`src/rtl/l2_request_arbiter_if.sv`:
```
// Bundle of the L2 request path: per-port requests, the reservation-tracking side
// channel, the memory-side forward handshake and SC completion reporting.
interface l2_request_arbiter_if #(
  parameter int NUM_PORTS = 2,
  parameter int ID_W      = $clog2(NUM_PORTS)
);
  logic [NUM_PORTS-1:0]    req_valid;
  logic [NUM_PORTS-1:0]    req_ready;
  logic [NUM_PORTS*30-1:0] req_addr;
  logic [NUM_PORTS-1:0]    req_lr;
  logic [NUM_PORTS-1:0]    req_sc;
  logic [NUM_PORTS-1:0]    req_store;

  logic                    rsv_strobe;
  logic [29:0]             rsv_addr;
  logic [ID_W-1:0]         rsv_id;
  logic                    rsv_lr;
  logic                    rsv_sc;
  logic                    rsv_store;
  logic                    rsv_abort;

  logic                    mem_valid;
  logic                    mem_ready;
  logic [29:0]             mem_addr;
  logic [ID_W-1:0]         mem_id;
  logic                    mem_lr;
  logic                    mem_sc;
  logic                    mem_store;

  logic                    sc_done;
  logic [ID_W-1:0]         sc_done_id;
  logic                    sc_success;

  // The arbiter itself.
  modport slave (
    input  req_valid, req_addr, req_lr, req_sc, req_store,
    input  rsv_abort, mem_ready,
    output req_ready,
    output rsv_strobe, rsv_addr, rsv_id, rsv_lr, rsv_sc, rsv_store,
    output mem_valid, mem_addr, mem_id, mem_lr, mem_sc, mem_store,
    output sc_done, sc_done_id, sc_success
  );

  // Requesters, reservation logic and memory pipeline seen as one environment.
  modport master (
    output req_valid, req_addr, req_lr, req_sc, req_store,
    output rsv_abort, mem_ready,
    input  req_ready,
    input  rsv_strobe, rsv_addr, rsv_id, rsv_lr, rsv_sc, rsv_store,
    input  mem_valid, mem_addr, mem_id, mem_lr, mem_sc, mem_store,
    input  sc_done, sc_done_id, sc_success
  );
endinterface

```
`src/rtl/l2_request_arbiter.sv`:
```
// Round-robin arbiter for the shared L2 request path: one grant per cycle, reservation
// check for LR/SC/store, one-entry holding register towards memory, SC result reporting.
module l2_request_arbiter #(
  parameter int NUM_PORTS = 2,
  parameter int ID_W      = $clog2(NUM_PORTS)
) (
  input  logic             clk,
  input  logic             rst,
  l2_request_arbiter_if.slave bus
);

  typedef enum logic [1:0] {
    ST_EMPTY   = 2'd0,
    ST_PENDING = 2'd1,
    ST_ABORTED = 2'd2
  } state_e;

  localparam logic [ID_W-1:0] LAST_ID   = ID_W'(NUM_PORTS - 1);
  localparam logic [ID_W:0]   PORTS_EXT = (ID_W + 1)'(NUM_PORTS);

  state_e          r_state;
  state_e          w_state_nxt;
  logic [ID_W-1:0] r_rr_ptr;

  logic [29:0]     r_addr;
  logic [ID_W-1:0] r_id;
  logic            r_lr;
  logic            r_sc;
  logic            r_store;

  logic            w_found;
  logic [ID_W-1:0] w_sel;
  logic            w_can_grant;
  logic            w_grant;
  logic            w_abort_sc;

  // Search from r_rr_ptr upwards, wrapping; a non-power-of-two port count needs the
  // explicit wrap rather than relying on counter overflow.
  always_comb begin
    logic [ID_W:0] cand;
    w_found = 1'b0;
    w_sel   = r_rr_ptr;
    cand    = '0;
    for (int k = 0; k < NUM_PORTS; k++) begin
      cand = {1'b0, r_rr_ptr} + (ID_W + 1)'(k);
      if (cand >= PORTS_EXT) cand = cand - PORTS_EXT;
      if (!w_found && bus.req_valid[cand[ID_W-1:0]]) begin
        w_found = 1'b1;
        w_sel   = cand[ID_W-1:0];
      end
    end
  end

  assign bus.rsv_addr  = bus.req_addr[int'(w_sel) * 30 +: 30];
  assign bus.rsv_id    = w_sel;
  assign bus.rsv_lr    = bus.req_lr[w_sel];
  assign bus.rsv_sc    = bus.req_sc[w_sel];
  assign bus.rsv_store = bus.req_store[w_sel];

  // A pending entry only blocks new grants while memory is stalling it.
  assign w_can_grant = (r_state != ST_PENDING) || bus.mem_ready;
  assign w_grant     = !rst && w_can_grant && w_found;
  assign w_abort_sc  = bus.req_sc[w_sel] && bus.rsv_abort;

  always_ff @(posedge clk) begin
    // NOTE: state registers use non-blocking assignments so every flop samples the
    // pre-edge values regardless of the order the simulator evaluates blocks in.
    if (rst) begin
      r_state  <= ST_EMPTY;
      r_rr_ptr <= '0;
    end else begin
      r_state <= w_state_nxt;
      if (w_grant) r_rr_ptr <= (w_sel == LAST_ID) ? '0 : w_sel + 1'b1;
    end
  end

  // NOTE: the payload is qualified by r_state, so it needs no reset; leaving it out
  // keeps the reset net off 30+ data flops.
  always_ff @(posedge clk) begin
    if (w_grant) begin
      r_addr  <= bus.rsv_addr;
      r_id    <= w_sel;
      r_lr    <= bus.rsv_lr;
      r_sc    <= bus.rsv_sc;
      r_store <= bus.rsv_store;
    end
  end

  always_comb begin
    // NOTE: every output of this block is given a default first, so no path through
    // the case/if leaves a signal unassigned and no latch is inferred.
    w_state_nxt    = r_state;
    bus.req_ready  = '0;
    bus.rsv_strobe = 1'b0;
    bus.mem_valid  = 1'b0;
    bus.sc_done    = 1'b0;
    bus.sc_success = 1'b0;

    case (r_state)
      ST_PENDING: begin
        bus.mem_valid = 1'b1;
        if (bus.mem_ready) begin
          w_state_nxt    = ST_EMPTY;
          bus.sc_done    = r_sc;
          bus.sc_success = 1'b1;
        end
      end
      ST_ABORTED: begin
        w_state_nxt = ST_EMPTY;
        bus.sc_done = 1'b1;
      end
      default: ;
    endcase

    // A grant in the same cycle as a drain simply refills the register.
    if (w_grant) begin
      bus.req_ready[w_sel] = 1'b1;
      bus.rsv_strobe       = 1'b1;
      w_state_nxt          = w_abort_sc ? ST_ABORTED : ST_PENDING;
    end
  end

  assign bus.mem_addr   = r_addr;
  assign bus.mem_id     = r_id;
  assign bus.mem_lr     = r_lr;
  assign bus.mem_sc     = r_sc;
  assign bus.mem_store  = r_store;
  assign bus.sc_done_id = r_id;

  a_grant_onehot: assert property (@(posedge clk) disable iff (rst)
    $onehot0(bus.req_ready));

  a_hold_stable: assert property (@(posedge clk) disable iff (rst)
    (bus.mem_valid && !bus.mem_ready) |=> (bus.mem_valid && $stable(bus.mem_addr)
                                           && $stable(bus.mem_id)));

endmodule

```
`src/flat_wrapper.sv`:
```
// flat-port wrapper written by rule: the top's interface ports become plain ports
module l2_request_arbiter_flat 
#(
  parameter int NUM_PORTS = 2,
  parameter int ID_W      = $clog2(NUM_PORTS)
)
  (clk, rst, bus_req_valid, bus_req_addr, bus_req_lr, bus_req_sc, bus_req_store, bus_rsv_abort, bus_mem_ready, bus_req_ready, bus_rsv_strobe, bus_rsv_addr, bus_rsv_id, bus_rsv_lr, bus_rsv_sc, bus_rsv_store, bus_mem_valid, bus_mem_addr, bus_mem_id, bus_mem_lr, bus_mem_sc, bus_mem_store, bus_sc_done, bus_sc_done_id, bus_sc_success);
  l2_request_arbiter_if #(.NUM_PORTS(NUM_PORTS), .ID_W(ID_W)) bus_i ();
  input  logic clk;
  input  logic rst;
  input wire logic [$bits(bus_i.req_valid)-1:0] bus_req_valid;
  input wire logic [$bits(bus_i.req_addr)-1:0] bus_req_addr;
  input wire logic [$bits(bus_i.req_lr)-1:0] bus_req_lr;
  input wire logic [$bits(bus_i.req_sc)-1:0] bus_req_sc;
  input wire logic [$bits(bus_i.req_store)-1:0] bus_req_store;
  input wire logic [$bits(bus_i.rsv_abort)-1:0] bus_rsv_abort;
  input wire logic [$bits(bus_i.mem_ready)-1:0] bus_mem_ready;
  output wire logic [$bits(bus_i.req_ready)-1:0] bus_req_ready;
  output wire logic [$bits(bus_i.rsv_strobe)-1:0] bus_rsv_strobe;
  output wire logic [$bits(bus_i.rsv_addr)-1:0] bus_rsv_addr;
  output wire logic [$bits(bus_i.rsv_id)-1:0] bus_rsv_id;
  output wire logic [$bits(bus_i.rsv_lr)-1:0] bus_rsv_lr;
  output wire logic [$bits(bus_i.rsv_sc)-1:0] bus_rsv_sc;
  output wire logic [$bits(bus_i.rsv_store)-1:0] bus_rsv_store;
  output wire logic [$bits(bus_i.mem_valid)-1:0] bus_mem_valid;
  output wire logic [$bits(bus_i.mem_addr)-1:0] bus_mem_addr;
  output wire logic [$bits(bus_i.mem_id)-1:0] bus_mem_id;
  output wire logic [$bits(bus_i.mem_lr)-1:0] bus_mem_lr;
  output wire logic [$bits(bus_i.mem_sc)-1:0] bus_mem_sc;
  output wire logic [$bits(bus_i.mem_store)-1:0] bus_mem_store;
  output wire logic [$bits(bus_i.sc_done)-1:0] bus_sc_done;
  output wire logic [$bits(bus_i.sc_done_id)-1:0] bus_sc_done_id;
  output wire logic [$bits(bus_i.sc_success)-1:0] bus_sc_success;
  assign bus_i.req_valid = bus_req_valid;
  assign bus_i.req_addr = bus_req_addr;
  assign bus_i.req_lr = bus_req_lr;
  assign bus_i.req_sc = bus_req_sc;
  assign bus_i.req_store = bus_req_store;
  assign bus_i.rsv_abort = bus_rsv_abort;
  assign bus_i.mem_ready = bus_mem_ready;
  assign bus_req_ready = bus_i.req_ready;
  assign bus_rsv_strobe = bus_i.rsv_strobe;
  assign bus_rsv_addr = bus_i.rsv_addr;
  assign bus_rsv_id = bus_i.rsv_id;
  assign bus_rsv_lr = bus_i.rsv_lr;
  assign bus_rsv_sc = bus_i.rsv_sc;
  assign bus_rsv_store = bus_i.rsv_store;
  assign bus_mem_valid = bus_i.mem_valid;
  assign bus_mem_addr = bus_i.mem_addr;
  assign bus_mem_id = bus_i.mem_id;
  assign bus_mem_lr = bus_i.mem_lr;
  assign bus_mem_sc = bus_i.mem_sc;
  assign bus_mem_store = bus_i.mem_store;
  assign bus_sc_done = bus_i.sc_done;
  assign bus_sc_done_id = bus_i.sc_done_id;
  assign bus_sc_success = bus_i.sc_success;
  l2_request_arbiter #(.NUM_PORTS(NUM_PORTS), .ID_W(ID_W)) u_core (.clk(clk), .rst(rst), .bus(bus_i));
endmodule
```
`config.mk`:
```
export PLATFORM = sky130hd
export DESIGN_NAME = l2_request_arbiter_flat
export DESIGN_NICKNAME = d
export VERILOG_FILES = /design/src/rtl/l2_request_arbiter_if.sv /design/src/rtl/l2_request_arbiter.sv /design/src/flat_wrapper.sv
export SDC_FILE = /design/constraint.sdc
export NUM_CORES = 1
export LEC_CHECK = 0
export CORE_UTILIZATION = 32
export CTS_BUF_LIST = sky130_fd_sc_hd__clkbuf_8
export CTS_CLUSTER_SIZE = 20
export DETAILED_ROUTE_END_ITERATION = 6
export GPL_ROUTABILITY_DRIVEN = 0
export PLACE_DENSITY = 0.93
export SYNTH_ARGS = -nofsm -noshare
export SYNTH_HDL_FRONTEND = slang
export SYNTH_SLANG_ARGS = --single-unit
```
`constraint.sdc`:
```
create_clock -name clk -period 4.25 [get_ports clk]
set_clock_uncertainty 0.1 [all_clocks]
set_input_delay 0.6375 -clock clk [delete_from_list [all_inputs] [get_ports clk]]
set_output_delay 0.6375 -clock clk [all_outputs]
set_load 0.005 [all_outputs]
```
==> metrics.yaml, run 1 <==
viasPerCell: 4.49
critPathLaunchType: "primary input"
drive_gt1_share_pct: 17.7
seqCellArea_um2: 1080
grt_pass1_vias: 1436
die_h_um: 73.5
pre_cts_ws_ns: 0.644
clock_sinks: 37
placed_cells: 307
ys_seq_elements: 37
grt_pass1_wl_mm: 7.22
clock_path_buffers: 2
critPathKind: "primary input to primary output"
yosys.cell_types.count: 20
critPathBufInv: 2
vias: 1415
tightest_slew_ns: 0.873
path_clk_slew_ns: 0.07
syn_nets: 171
holdBufCountCts: 0
avgSynthCellArea_um2: 16.8
finalCritPeriodShare_pct: 84.2
io-pin-count: 147
fmax_ghz: 0.279
track_usage_pct: 18.4
core_area_um2: 4820
cts_tree: "yes"
slew_viol_final: 0
hold_violations: 0
ir_drop_mv: 0.188
cts_setup_buffers: 0
clk_latency_ns: 0.28
yosysWarnings: 0
path_common_cell: "clkdlybuf4s50_1"
fin_hold_ws_ns: 0.416
multiInputGateArea_um2: 510
cp_cell_sequence: "clkdlybuf4s50_1 > maj3_2 > mux2_2 > clkdlybuf4s50_1"
arrival_ns: 2.84
nFillCells: 370
grt_overflow: 0
portBuffers: 146
layout.cells.most_common: "clkdlybuf4s50_1"
crit_fanout: 37
row_count: 25
synthToLayoutAreaGrowth_pct: 99.3
hpwl_mm: 3.80
worst_slack_ns: 0.669
synth_top_area_cell: "edfxtp_1"
syn_area_um2: 1630
antenna_found_initial: 0
clockRootBuffer: "clkbuf_8"
fin_nets: 321
ant_nets: 0
ys_seq_area_share_pct: 66.2
layout.cells.non_filler: 315
min_path_type: "flop to flop"
rsz0062_at_grt: "no"
synth_top_area_share_pct: 62.5
numCtsBuffers: 5
initialDrtViolationCount: 43
max-slew-margin-rel_pct: 41.8
setup_viol: 0
end_kind: "primary output"
netlist_instances: 97
initial_core_util_pct: 33.9
layout_common_cells: "146 x clkdlybuf4s50_1, 34 x edfxtp_1, 32 x mux2_2"
cts_resized: 0
p_leak_nw: 1.18
setup_tns_ns: 0
drc_errors: 0
yosys-top-cells-area: "edfxtp_1 62%, mux2_2 22%, dfxtp_1 3.7%"
rr_startpoint: "u_core.r_rr_ptr$_SDFFE_PP0P_"
die_width_um: 73.5
critPathSlowestCell: "maj3_2"
outcome: "finished, final reports clean"
maxCapViolCount: 0
cp_data_required_time_ns: 3.51
htreeDepth: 2
wl_per_cell_um: 15.5
critPathMaxStageDelay_ns: 0.79
grt_max_degree: 38
diodes: 0
hp-start: "u_core.r_state[1]$_SDFFE_PP0P_"
power.density_nw_per_um2: 306
startpoint: "bus_req_valid[1]"
firstDrtPassIters: 4
fp.dieArea_um2: 5400
min_period_ns: 3.58
totalWireLength_mm: 4.88
cpLargestDelayFamily: "buffers and inverters"
==> power breakdown <==
part	internal, mW	total (mW)	switching [mW]
Clock	0.127	0.246	0.119
Sequential	0.438	0.449	0.0104
Combinational	0.206	0.301	0.0953
==> per-layer routing <==
layer,wire length [um],global-route usage [%],up-vias
met5,0,0,-
met4,48,5.13,0
met3,657,8.50,5
met2,2280,30.6,99
met1,1890,21.4,641
li1,-,-,670
==> synth_stat cells <==
library cell and number:
edfxtp_1 34, mux2_2 32, inv_1 4, buf_2 3, dfxtp_1 3, nor2_1 3, a31oi_1 2, and2_1 2
ha_1 2, nor2b_1 2, a21oi_1 1, a32o_1 1, buf_4 1, buf_6 1, maj3_2 1, mux2_4 1
nor3_2 1, nor3b_1 1, o21ai_0 1, or2_2 1
==> cell type report <==
cell class,count,area share [%]
Multi-Input combinational cell,51,15.7
Tap cell,67,2.57
Timing Repair Buffer,148,45.3
Clock buffer,6,2.54
Inverter,4,0.461
Clock inverter,2,0.231
Sequential cell,37,33.2
==> cell families (layout without fill, tap and decap cells) <==
| group | count (synthesis) | count (layout) | synth area share (%) |
|---|---|---|---|
| adder cells (fa/ha/maj) | 3 | 3 | 2.22 |
| AND/OR/NAND/NOR | 10 | 10 | 3.68 |
| AO/OA/AOI/OAI | 5 | 5 | 1.99 |
| buffers and inverters | 9 | 160 | 2.99 |
| multiplexers | 33 | 33 | 23.0 |
| flip-flops | 37 | 37 | 66.2 |
==> state kept, by name, indices dropped and copies added, names as in the netlist <==
register,cells
u_core.bus.mem_addr,30
u_core.bus.mem_sc,1
u_core.bus.mem_lr,1
u_core.r_rr_ptr,1
u_core.r_state,2
u_core.bus.mem_store,1
u_core.bus.mem_id,1
==> final timing paths <==
path / cells after the start / slack (ns) / endpoint
max: 4 / 0.67 / bus_rsv_addr[15]
min: 1 / 0.42 / u_core.r_state[1]$_SDFFE_PP0P_
max reg2reg: 3 / 2.26 / u_core.r_state[1]$_SDFFE_PP0P_
min reg2reg: 1 / 0.42 / u_core.r_state[1]$_SDFFE_PP0P_
==> per-stage QoR <==
step | instance area (um^2) | total power, mW | utilization, %
after floorplan | 1630 | 0.551 | -
after global placement | 3170 | 0.754 | 65.7
after detailed placement | 3170 | 0.760 | 65.7
after CTS | 3260 | 1.01 | 67.6
after global routing | 3260 | 1.05 | 67.6
final | 3260 | 0.996 | 67.6
Note: power is estimated with default switching activity, not from simulation.
==> run 2: changes to the inputs <==
Settings changed: CORE_UTILIZATION 32 to 29, PLACE_DENSITY 0.93 to 0.89.
Clock period 4.25 ns to 3 ns, I/O delays scaled along.
==> run 2 against run 1 <==
  * Sequential share of layout area is 0.23 points lower
  * Non-clock buffer count rose by 3
  * Critical path depth grew 2
  * Sequential power rose by 41%
  * Die area up 10%
  * Power is 41% higher
  * Count of clock-buffer cells in the layout is 1 lower
  * Final cell count rose by 1.9%
  * Combinational power is 44% higher
  * Global-route usage is 1.8 points lower
==> metrics.yaml, run 2 (synthesis results as in run 1) <==
maxCapViolCount: 0
critPathKind: "primary input to primary output"
clockRootBuffer: "clkbuf_8"
wl_per_cell_um: 15.0
viasPerCell: 4.43
grt_overflow: 0
wl_met3_um: 422
initial_core_util_pct: 31.0
row_count: 26
layout.cells.most_common: "clkdlybuf4s50_1"
hold_violations: 0
hold_path_depth: 1
fin_hold_ws_ns: 0.417
worst_slack_ns: 0.150
firstDrtPassIters: 5
finalCritPeriodShare_pct: 95.0
track_usage_pct: 16.6
power.density_nw_per_um2: 428
arrival_ns: 2.30
clock_sinks: 37
pre_cts_ws_ns: 0.143
layout_common_cells: "146 x clkdlybuf4s50_1, 34 x edfxtp_1, 32 x mux2_2"
cts_tree: "yes"
slew_viol_final: 0
cts_resized: 0
cp_data_required_time_ns: 2.45
grt_pass1_vias: 1479
met2_length_mm: 2.47
htreeDepth: 2
portBuffers: 146
drc_errors: 0
crit_fanout: 22
holdBufCountCts: 0
initialDrtViolationCount: 56
clk_latency_ns: 0.28
place_area_um2: 3190
fp.dieArea_um2: 5940
top_layer: "met4"
clock_path_buffers: 2
setup_viol: 0
grt_pass1_wl_mm: 7.56
numCtsBuffers: 5
fin_nets: 324
postLayoutCoreUtil_pct: 62.2
nFillCells: 448
largest_reg_flops: 30
totalWireLength_mm: 4.83
synthToLayoutAreaGrowth_pct: 101
drt-met1-wl_mm: 1.86
fmax_ghz: 0.351
ir_drop_mv: 0.182
r2r_cells: 5
hpwl_mm: 3.92
max-slew-margin-rel_pct: 77.2
die_h_um: 77.1
antenna_found_initial: 0
die_width_um: 77.1
ant_nets: 0
grt_max_degree: 23
rsz0062_at_grt: "no"
stdcell_area_um2: 3280
setup_tns_ns: 0
cts_setup_buffers: 0
p_leak_nw: 1.18
drive_gt1_share_pct: 19.5
path_clk_slew_ns: 0.07
vias: 1423
min_period_ns: 2.85
min_path_type: "flop to flop"
critPathLaunchType: "primary input"
diodes: 0
core_area_um2: 5270
outcome: "finished, final reports clean"
tightest_slew_ns: 0.340
io-pin-count: 147
end_kind: "primary output"
==> run 2: routing by layer <==
| metal | vias to the layer above | global-route usage [%] |
|---|---|---|
| met2 | 93 | 29.7 |
| li1 | 669 | - |
| met4 | 0 | 5.09 |
| met1 | 653 | 18.5 |
| met3 | 8 | 5.71 |
| met5 | - | 0 |
==> run 2: metrics by stage <==
| stage | power [mW] | cells |
|---|---|---|
| floorplan | 0.782 | 97 |
| global placement | 1.07 | 313 |
| detailed placement | 1.08 | 313 |
| CTS | 1.43 | 321 |
| global route | 1.48 | 321 |
| finish | 1.40 | 321 |
==> run 2: path summary, 6_finish.rpt <==
check	startpoint	to	slack (ns)
max	bus_req_valid[0]	bus_rsv_sc	0.15
min	u_core.r_state[1]$_SDFFE_PP0P_	u_core.r_state[1]$_SDFFE_PP0P_	0.42
max reg2reg	u_core.r_state[1]$_SDFFE_PP0P_	u_core.bus.mem_addr[17]$_DFFE_PP_	1.14
min reg2reg	u_core.r_state[1]$_SDFFE_PP0P_	u_core.r_state[1]$_SDFFE_PP0P_	0.42
==> run 2: cell type report <==
| class | count | area [um^2] | share of cell area [%] |
|---|---|---|---|
| timing repair buffer | 151 | 1500 | 45.7 |
| tap | 70 | 87.6 | 2.67 |
| multi-input combinational | 51 | 510 | 15.6 |
| inverter | 4 | 15.0 | 0.458 |
| clock inverter | 3 | 17.5 | 0.534 |
| clock buffer | 5 | 68.8 | 2.10 |
| sequential | 37 | 1080 | 33.0 |
==> run 2: where the power goes <==
part | internal [mW] | switching, mW | leakage [nW]
combinational | 0.296 | 0.136 | 0.790
clock | 0.160 | 0.178 | 0.0439
sequential | 0.620 | 0.0139 | 0.348
total | 1.08 | 0.328 | 1.18
==> run 2: critical path: stages <==
cell and delay, ns:
clkdlybuf4s50_1 0.48, inv_1 0.05, maj3_2 0.29, buf_4 0.22
mux2_4 0.34, clkdlybuf4s50_1 0.45
==> run 3: changes to the inputs <==
Settings changed: SLEW_MARGIN set to 20.
==> results of run 3 <==
Same layout as run 2: the final DEF is identical, and so are final timing and power.
